## config.mk

```make
export PLATFORM = sky130hd
export DESIGN_NAME = vending_machine_multi
export DESIGN_NICKNAME = d
export VERILOG_FILES = /design/src/rtl/vending_multi_pkg.sv /design/src/rtl/vm_stock_bank.sv /design/src/rtl/vending_machine_multi.sv
export SDC_FILE = /design/constraint.sdc
export NUM_CORES = 1
export LEC_CHECK = 0
export BUFFER_PORTS_ARGS = -buffer_cell sky130_fd_sc_hd__buf_2
export CORE_MARGIN = 8
export CORE_UTILIZATION = 30
export DETAILED_ROUTE_END_ITERATION = 6
export PLACE_DENSITY_LB_ADDON = 0.25
export SYNTH_ARGS = -nofsm -noshare
export SYNTH_HDL_FRONTEND = slang
export SYNTH_SLANG_ARGS = --single-unit
```

## constraint.sdc

```tcl
create_clock -name clk -period 7.4 [get_ports clk]
set_input_delay 1.11 -clock clk [delete_from_list [all_inputs] [get_ports clk]]
set_output_delay 1.11 -clock clk [all_outputs]
set_load 0.05 [all_outputs]
```

## src/rtl/vending_multi_pkg.sv

```systemverilog
// rtl/vending_multi_pkg.sv - shared types and defaults for the multi-product vending machine
// Contents: FSM state enum, default stock level after reset/restock, default price table.
package vending_multi_pkg;

    typedef enum logic [1:0] {
        ST_IDLE     = 2'd0,
        ST_CREDIT   = 2'd1,
        ST_DISPENSE = 2'd2,
        ST_CHANGE   = 2'd3
    } vm_state_e;

    localparam int DEFAULT_STOCK_INIT = 3;

    // Product 3..0 prices, packed MSB-first so index 0 is the cheapest item.
    localparam logic [3:0][5:0] DEFAULT_PRICES = {6'd7, 6'd5, 6'd3, 6'd2};

endpackage

```

## src/rtl/vm_stock_bank.sv

```systemverilog
// rtl/vm_stock_bank.sv - per-product stock counters with decrement, restock and empty flags
// Ports:
//   clk, rst            : clock, synchronous active-high reset (all counters -> STOCK_INIT)
//   dec_valid, dec_id   : remove one item of product dec_id
//   restock_valid/_id   : reload product restock_id to STOCK_INIT
//   empty               : per-product flag, high when that counter is zero
module vm_stock_bank
    import vending_multi_pkg::*;
#(
    parameter int NUM_PROD   = 4,
    parameter int STOCK_W    = 4,
    parameter int STOCK_INIT = DEFAULT_STOCK_INIT
) (
    input  logic                        clk,
    input  logic                        rst,
    input  logic                        dec_valid,
    input  logic [$clog2(NUM_PROD)-1:0] dec_id,
    input  logic                        restock_valid,
    input  logic [$clog2(NUM_PROD)-1:0] restock_id,
    output logic [NUM_PROD-1:0]         empty
);

    logic [STOCK_W-1:0] stock_q [NUM_PROD];
    logic [STOCK_W-1:0] stock_d [NUM_PROD];

    always_comb begin
        for (int i = 0; i < NUM_PROD; i++) begin
            stock_d[i] = stock_q[i];
            empty[i]   = (stock_q[i] == '0);
        end
        if (restock_valid) begin
            stock_d[restock_id] = STOCK_W'(STOCK_INIT);
        end
        // Guard against wrap-around; the controller never decrements an empty slot.
        if (dec_valid && (stock_q[dec_id] != '0)) begin
            stock_d[dec_id] = stock_q[dec_id] - STOCK_W'(1);
        end
    end

    always_ff @(posedge clk) begin
        for (int i = 0; i < NUM_PROD; i++) begin
            if (rst) begin
                stock_q[i] <= STOCK_W'(STOCK_INIT);
            end else begin
                stock_q[i] <= stock_d[i];
            end
        end
    end

endmodule

```

## src/rtl/vending_machine_multi.sv

```systemverilog
// rtl/vending_machine_multi.sv - multi-product vending machine controller
// Ports:
//   clk, rst                  : clock, synchronous active-high reset
//   coin_valid, coin          : coin insert strobe and value
//   sel_valid, sel            : product select strobe and index
//   cancel                    : refund request (honoured only while holding credit)
//   restock_valid, restock_id : refill one product (honoured only in IDLE)
//   out, out_id               : one-cycle dispense pulse and product
//   change_valid, change      : one-cycle refund pulse and amount
//   credit, busy              : held credit, high while dispensing / returning change
//   coin_reject, err_funds, err_soldout : one-cycle error pulses
module vending_machine_multi
    import vending_multi_pkg::*;
#(
    parameter int NUM_PROD   = 4,
    parameter int COIN_W     = 3,
    parameter int CREDIT_W   = 6,
    parameter int STOCK_W    = 4,
    parameter int STOCK_INIT = DEFAULT_STOCK_INIT,
    parameter logic [NUM_PROD-1:0][CREDIT_W-1:0] PRICES = DEFAULT_PRICES
) (
    input  logic                        clk,
    input  logic                        rst,
    input  logic                        coin_valid,
    input  logic [COIN_W-1:0]           coin,
    input  logic                        sel_valid,
    input  logic [$clog2(NUM_PROD)-1:0] sel,
    input  logic                        cancel,
    input  logic                        restock_valid,
    input  logic [$clog2(NUM_PROD)-1:0] restock_id,
    output logic                        out,
    output logic [$clog2(NUM_PROD)-1:0] out_id,
    output logic                        change_valid,
    output logic [CREDIT_W-1:0]         change,
    output logic [CREDIT_W-1:0]         credit,
    output logic                        busy,
    output logic                        coin_reject,
    output logic                        err_funds,
    output logic                        err_soldout
);

    localparam int ID_W = $clog2(NUM_PROD);
    localparam logic [CREDIT_W:0] MAX_CREDIT = {1'b0, {CREDIT_W{1'b1}}};

    vm_state_e           state_q, state_d;
    logic [CREDIT_W-1:0] credit_q, credit_d;
    logic                out_q, out_d;
    logic [ID_W-1:0]     out_id_q, out_id_d;
    logic                change_valid_q, change_valid_d;
    logic [CREDIT_W-1:0] change_q, change_d;
    logic                busy_q, busy_d;
    logic                coin_reject_q, coin_reject_d;
    logic                err_funds_q, err_funds_d;
    logic                err_soldout_q, err_soldout_d;

    logic [NUM_PROD-1:0] empty;
    logic                dec_valid;
    logic                restock_en;
    logic [CREDIT_W:0]   coin_sum;
    logic [CREDIT_W-1:0] price;

    vm_stock_bank #(
        .NUM_PROD  (NUM_PROD),
        .STOCK_W   (STOCK_W),
        .STOCK_INIT(STOCK_INIT)
    ) u_stock (
        .clk          (clk),
        .rst          (rst),
        .dec_valid    (dec_valid),
        .dec_id       (sel),
        .restock_valid(restock_en),
        .restock_id   (restock_id),
        .empty        (empty)
    );

    always_comb begin
        state_d        = state_q;
        credit_d       = credit_q;
        out_d          = 1'b0;
        out_id_d       = '0;
        change_valid_d = 1'b0;
        change_d       = '0;
        coin_reject_d  = 1'b0;
        err_funds_d    = 1'b0;
        err_soldout_d  = 1'b0;
        dec_valid      = 1'b0;
        restock_en     = 1'b0;
        price          = PRICES[sel];
        // One extra bit so an overflowing coin is detectable rather than wrapping.
        coin_sum       = {1'b0, credit_q} + (CREDIT_W+1)'(coin);

        unique case (state_q)
            ST_IDLE, ST_CREDIT: begin
                // Cancel with nothing held is not an event, so it lets lower-priority inputs through.
                if (cancel && (state_q == ST_CREDIT)) begin
                    coin_reject_d  = coin_valid;
                    change_valid_d = 1'b1;
                    change_d       = credit_q;
                    credit_d       = '0;
                    state_d        = ST_CHANGE;
                end else if (sel_valid) begin
                    coin_reject_d = coin_valid;
                    if (empty[sel]) begin
                        err_soldout_d = 1'b1;
                    end else if (credit_q < price) begin
                        err_funds_d = 1'b1;
                    end else begin
                        out_d     = 1'b1;
                        out_id_d  = sel;
                        credit_d  = credit_q - price;
                        dec_valid = 1'b1;
                        state_d   = ST_DISPENSE;
                    end
                end else if (coin_valid) begin
                    if (coin_sum <= MAX_CREDIT) begin
                        credit_d = coin_sum[CREDIT_W-1:0];
                        state_d  = ST_CREDIT;
                    end else begin
                        coin_reject_d = 1'b1;
                    end
                end else if (restock_valid && (state_q == ST_IDLE)) begin
                    restock_en = 1'b1;
                end
            end
            ST_DISPENSE: begin
                coin_reject_d = coin_valid;
                if (credit_q != '0) begin
                    change_valid_d = 1'b1;
                    change_d       = credit_q;
                    credit_d       = '0;
                    state_d        = ST_CHANGE;
                end else begin
                    state_d = ST_IDLE;
                end
            end
            default: begin
                coin_reject_d = coin_valid;
                state_d       = ST_IDLE;
            end
        endcase

        busy_d = (state_d == ST_DISPENSE) || (state_d == ST_CHANGE);
    end

    always_ff @(posedge clk) begin
        if (rst) begin
            state_q        <= ST_IDLE;
            credit_q       <= '0;
            out_q          <= 1'b0;
            out_id_q       <= '0;
            change_valid_q <= 1'b0;
            change_q       <= '0;
            busy_q         <= 1'b0;
            coin_reject_q  <= 1'b0;
            err_funds_q    <= 1'b0;
            err_soldout_q  <= 1'b0;
        end else begin
            state_q        <= state_d;
            credit_q       <= credit_d;
            out_q          <= out_d;
            out_id_q       <= out_id_d;
            change_valid_q <= change_valid_d;
            change_q       <= change_d;
            busy_q         <= busy_d;
            coin_reject_q  <= coin_reject_d;
            err_funds_q    <= err_funds_d;
            err_soldout_q  <= err_soldout_d;
        end
    end

    assign out          = out_q;
    assign out_id       = out_id_q;
    assign change_valid = change_valid_q;
    assign change       = change_q;
    assign credit       = credit_q;
    assign busy         = busy_q;
    assign coin_reject  = coin_reject_q;
    assign err_funds    = err_funds_q;
    assign err_soldout  = err_soldout_q;

endmodule
```

==> results.py, run 1 <==
metrics = {
    "power_and_ir_drop": {
        "p_leak_nw": 1.04,
        "power_density_mw_per_mm2": 332,
        "max-vdd-ir-drop_v": 0.0000863,
    },
    "setup_path": {
        "crit_path_end_kind": "register",
        "arrival_ns": 3.53,
        "reg2reg_to": "u_stock.stock_q[2][2]",
        "critical_path_required_ns": 7.56,
        "worstSetupPathType": "input port to register",
        "crit_fanout": 9,
        "startpoint_type": "input port",
        "reg2reg_from": "credit[0]",
        "reg2reg_slack_ns": 4.83,
        "r2r_cells": 9,
    },
    "clock_network": {
        "ctsRootBufferMaster": "clkbuf_8",
        "postCtsSetupBuffers": 0,
        "cts_buffers": 5,
        "cts_buffer_depth": 2,
        "hold_buffers": 0,
        "cts_tree": "built",
        "cts_resized": 0,
        "path_clk_slew_ns": 0.08,
        "clock_latency_ns": 0.29,
        "clock_sinks": 38,
        "cts-htree-levels": 2,
    },
    "layout": {
        "areaGrowthSynthToFinish_pct": 15.6,
        "final_common_cell": "dfxtp_1",
        "final_core_util_pct": 35.3,
        "diodes": 0,
        "design_area_mm2": 0.00236,
        "nets": 269,
        "final_cell_mix": "dfxtp_1, buf_2, mux2i_1",
        "layout-drive-gt1-share_pct": 23.8,
    },
    "die": {
        "core_area_mm2": 0.00668,
        "die_w_um": 98.5,
        "rows": 30,
        "start_util_pct": 30.5,
        "die-area_mm2": 0.00969,
        "pin_count": 33,
        "fp.dieH_um": 98.5,
    },
    "yosys": {
        "synth_area_mm2": 0.00204,
        "syn-num-nets": 237,
        "synth_area_per_cell_um2": 9.49,
        "synth.distinct_cells": 48,
        "yosysWarnings": 0,
        "synth_area_leaders": "dfxtp_1, mux2i_1, mux4_2, ha_1, nor2_1",
        "async_flop_share_pct": 0,
        "yosysTopAreaCell": "dfxtp_1",
        "synthFlopType": "dfxtp_1",
        "syn_inst": 215,
        "ys_ff_latch": 38,
        "ys_seq_area_share_pct": 37.3,
        "synth-edff-count": 0,
        "synthDominantCellAreaShare_pct": 37.3,
    },
    "placed_design": {
        "gp_congestion": 0.832,
        "place_ws_ns": 3.75,
        "dpl_cell_area_mm2": 0.00226,
        "dp_hpwl_um": 4000,
        "port_buffers": 32,
    },
    "detailed_routing": {
        "num_vias": 1706,
        "drt_iter0_markers": 66,
        "avgRoutedWirePerCell_um": 15.9,
        "antenna_left": 0,
        "drc_errors": 0,
        "first_pass_iters": 4,
        "vias_per_cell": 5.20,
        "totalWireLength_um": 5220,
    },
    "min_path": {
        "whs_path_depth": 2,
        "hold_class": "register to register",
        "hp-start": "u_stock.stock_q[0][2]",
        "hold-path-endpoint": "u_stock.stock_q[0][2]",
    },
    "sta": {
        "relSlewSlack_pct": 62.8,
        "final-setup-viol-count": 0,
        "rsz0062_at_grt": "false",
        "hold_viol_final": 0,
        "worst_slew_pin_slew_ns": 0.558,
        "drv_slew": 0,
        "fmax_mhz": 297,
        "final.setup.tns_ns": 0,
        "fin_ws_ns": 4.03,
        "post-route-period-util_pct": 45.5,
        "min_period_ns": 3.37,
        "fin_skew_ns": 0.0125,
    },
    "global_route": {
        "grt_max_degree": 32,
        "grt.total_usage_pct": 11.5,
        "grt_pass1_wl_um": 8940,
        "first_global_vias": 1806,
        "antenna_found_initial": 0,
        "overflow": 0,
    },
    "status": {
        "status": "finished clean",
    },
    "flow_run": {
        "cap_violations": 0,
    },
}
## layout make-up
class	count	area, um2
Clock inverter	2	12.5
Sequential cell	38	761
Inverter	14	52.6
Fill cell	704	4320
Multi-Input combinational cell	156	1190
Tap cell	80	100
Clock buffer	6	82.6
Timing Repair Buffer	32	160
## cells by family after synthesis
| family | count (synthesis) | synth area share [%] |
|---|---|---|
| AOI/OAI and AO/OA | 39 | 15.2 |
| buffers and inverters | 21 | 4.36 |
| DFF | 38 | 37.3 |
| muxes | 23 | 13.8 |
| and+or+nand+nor | 83 | 22.2 |
| adders and majority gates | 9 | 6.26 |
| xor gates and xnor gates | 2 | 0.859 |
## synthesized netlist by cell type (3+ instances only)
master / n
dfxtp_1: 38
mux2i_1: 18
nor2_1: 17
nand2_1: 16
inv_1: 14
nor2b_1: 10
a21oi_1: 9
nor4_1: 9
ha_1: 7
and2_1: 6
nor3_1: 6
nand2b_1: 5
clkbuf_1: 4
mux4_2: 4
nand2_2: 4
nand3_1: 4
a211oi_1: 3
a21o_1: 3
## power breakdown
part	total [mW]	switching, mW	internal [mW]
registers	0.268	0.0326	0.236
clock network	0.150	0.0755	0.0749
logic	0.364	0.237	0.127
## worst max-delay path by stage
stage | from | to | slack, ns | depth (start not counted)
final | sel[1] | u_stock.stock_q[2][2] | 4.03 | 10
after global routing | sel[0] | u_stock.stock_q[2][0] | 3.87 | 11
after CTS | sel[1] | u_stock.stock_q[2][2] | 4.04 | 10
after detailed placement | sel[0] | u_stock.stock_q[2][2] | 3.75 | 11
after global placement | sel[0] | u_stock.stock_q[2][2] | 3.79 | 11
after floorplan | sel[0] | u_stock.stock_q[2][1] | 4.05 | 11
## metal layers
metal  vias to the layer above  wire length, um  GRT usage, %
li1                        835                -             -
met1                       818             2310          13.2
met2                        43             2480          18.9
met3                        10              278          3.45
met4                         0              140          5.79
met5                         -                0             0
## worst max-delay path, stage by stage
cell and delay (ns):
buf_2 0.18, nor2b_1 0.38, inv_1 0.11, fa_1 0.44, nor2b_1 0.21, or3_4 0.17
nand4_4 0.19, a211oi_4 0.39, nand2_2 0.19, mux2i_1 0.16
## sequential cells by signal, summed over array words and instances, names as in the netlist
signal / flops
out: 1
u_stock.stock_q: 16
coin_reject: 1
out_id: 2
credit: 6
err_soldout: 1
state_q: 2
change_valid: 1
err_funds: 1
busy: 1
change: 6
## stage by stage
stage          hold slack (ns)  total power [mW]  std cells
4_1_cts                  0.490             0.789        328
5_1_grt                  0.512             0.838        328
3_5_place_dp             0.477             0.636        320
2_1_floorplan            0.448             0.557        215
3_3_place_gp             0.471             0.636        320
6_report                 0.485             0.783        328
No activity file was read; power rests on OpenSTA's default activity.
==> inputs of run 2 (changes only) <==
==> constraint.sdc (replaced) <==
create_clock -name clk -period 2.9 [get_ports clk]
set_input_delay 0.435 -clock clk [delete_from_list [all_inputs] [get_ports clk]]
set_output_delay 0.435 -clock clk [all_outputs]
set_load 0.05 [all_outputs]
==> run 2 against run 1 <==
  * Hold slack worse by 0.068 ns
  * Via count is 3.2% lower
  * Design area is 0.90% higher
  * Critical path depth is 1 higher
  * Clock skew is 0.0038 ns lower
  * Total power grew to 2.5 times the previous value
  * Global-route usage is 0.50 points lower
  * Largest cell class unchanged
==> results.py, run 2 (same netlist as run 1, synthesis figures left out) <==
metrics = {
    "status": {
        "status": "finished clean",
    },
    "setup_path": {
        "cp_slowest_cell": "fa_1",
        "max_stage_delay_ns": 0.41,
        "critical_path_required_ns": 3.05,
        "arrival_ns": 2.65,
        "crit_fanout": 6,
        "worstSetupPathType": "input port to register",
        "crit_path_end_kind": "register",
        "crit_start": "sel[1]",
        "crit_chain": "buf_2 -> nor2_1 -> inv_1 -> ha_1 -> fa_1 -> nor2b_1 -> or3_4 -> nand4_4 -> a211oi_4 -> nand2_2 -> mux2i_1",
        "reg2reg_from": "credit[0]",
        "startpoint_type": "input port",
    },
    "sta": {
        "post-route-period-util_pct": 86.2,
        "worst_slew_pin_slew_ns": 0.544,
        "fmax_mhz": 400,
        "fin_ws_ns": 0.400,
        "hold_viol_final": 0,
        "min_period_ns": 2.50,
        "final.setup.tns_ns": 0,
        "rsz0062_at_grt": "false",
        "relSlewSlack_pct": 63.7,
        "final-setup-viol-count": 0,
        "fin_skew_ns": 0.00868,
        "drv_slew": 0,
    },
    "global_route": {
        "grt_pass1_wl_um": 8600,
        "grtUsageMet3_pct": 3.24,
        "grt_util_met1_pct": 13.1,
        "antenna_found_initial": 0,
        "use_met2_pct": 18.2,
        "first_global_vias": 1716,
        "top_usage_layer": "met2",
        "grt.total_usage_pct": 11.0,
        "overflow": 0,
        "grt_max_degree": 32,
    },
    "power_and_ir_drop": {
        "power_density_mw_per_mm2": 825,
        "p_leak_nw": 1.06,
        "max-vdd-ir-drop_v": 0.000217,
    },
    "detailed_routing": {
        "drt_iter0_markers": 43,
        "num_vias": 1651,
        "first_pass_iters": 4,
        "drc_errors": 0,
        "antenna_left": 0,
        "totalWireLength_um": 4940,
        "vias_per_cell": 4.97,
        "avgRoutedWirePerCell_um": 14.9,
    },
    "placed_design": {
        "place_ws_ns": 0.0818,
        "dp_hpwl_um": 3910,
        "gp_congestion": 0.778,
        "port_buffers": 32,
    },
    "die": {
        "rows": 30,
        "die_w_um": 98.5,
        "fp.dieH_um": 98.5,
        "start_util_pct": 30.5,
        "pin_count": 33,
        "core_area_mm2": 0.00668,
        "die-area_mm2": 0.00969,
    },
    "min_path": {
        "hp-start": "coin_valid",
        "hold_class": "input port to register",
    },
    "clock_network": {
        "cts_buffers": 5,
        "path_clk_slew_ns": 0.07,
        "cts-htree-levels": 2,
        "cts_tree": "built",
        "clock_sinks": 38,
        "cts_buffer_depth": 2,
        "cts_resized": 0,
        "ctsRootBufferMaster": "clkbuf_8",
        "hold_buffers": 0,
        "clock_latency_ns": 0.29,
        "postCtsSetupBuffers": 0,
    },
    "layout": {
        "layout-drive-gt1-share_pct": 25.0,
        "nets": 274,
        "diodes": 0,
        "largest_reg_flops": 16,
        "areaGrowthSynthToFinish_pct": 16.7,
        "largest_register": "u_stock.stock_q",
        "final_cell_mix": "dfxtp_1, buf_2, mux2i_1",
        "final_common_cell": "dfxtp_1",
    },
    "flow_run": {
        "cap_violations": 0,
    },
}
-- run 2: cell types whose count changed in the layout (fill, tap and decap cells not counted) --
cell	previous run	this run
buf_4	0	5
clkinvlp_4	1	0
clkbuf_8	6	5
clkinv_2	1	2
-- run 2: cell type report --
class                           instances  area (um2)
Clock buffer                            5        68.8
Sequential cell                        38         761
Clock inverter                          2        10.0
Tap cell                               80         100
Fill cell                             697        4300
Multi-Input combinational cell        156        1190
Timing Repair Buffer                   37         198
Inverter                               14        52.6
-- run 2: stage by stage --
step                hold WS, ns  power [mW]  std cells  util [%]  instance area, um2
floorplan                 0.448        1.42        215         -                2040
global placement          0.473        1.64        325      34.4                2300
detailed placement        0.469        1.64        325      34.4                2300
CTS                       0.407        1.99        332      35.6                2380
global route              0.419        2.11        332      35.6                2380
finish                    0.417        1.96        332      35.6                2380
-- run 2: routing by layer --
| layer | routed length, um | share of wire, % |
|---|---|---|
| met2 | 2370 | 48 |
| met4 | 69 | 1.4 |
| met3 | 228 | 4.6 |
| met1 | 2270 | 46 |
| met5 | 0 | 0 |
-- run 2: critical path: cells and delay by family --
kind	cells	cell delay, ns
buffers and inverters	2	0.18
AND/OR/NAND/NOR	5	0.88
multiplexers	1	0.16
AO/OA/AOI/OAI	1	0.37
adder cells (fa/ha/maj)	2	0.62
-- run 2: path summary, 6_finish.rpt --
kind	end	slack (ns)	depth (start not counted)
worst max register to register	u_stock.stock_q[2][1]	0.45	9
worst min-delay path	coin_reject	0.42	3
worst max-delay path	u_stock.stock_q[2][1]	0.40	11
worst min register to register	u_stock.stock_q[2][2]	0.49	2
-- run 2: where the power goes --
part	total [mW]	switching (mW)	internal, mW
sequential	0.681	0.0789	0.602
clock	0.348	0.186	0.161
combinational	0.935	0.596	0.338
total	1.96	0.862	1.10
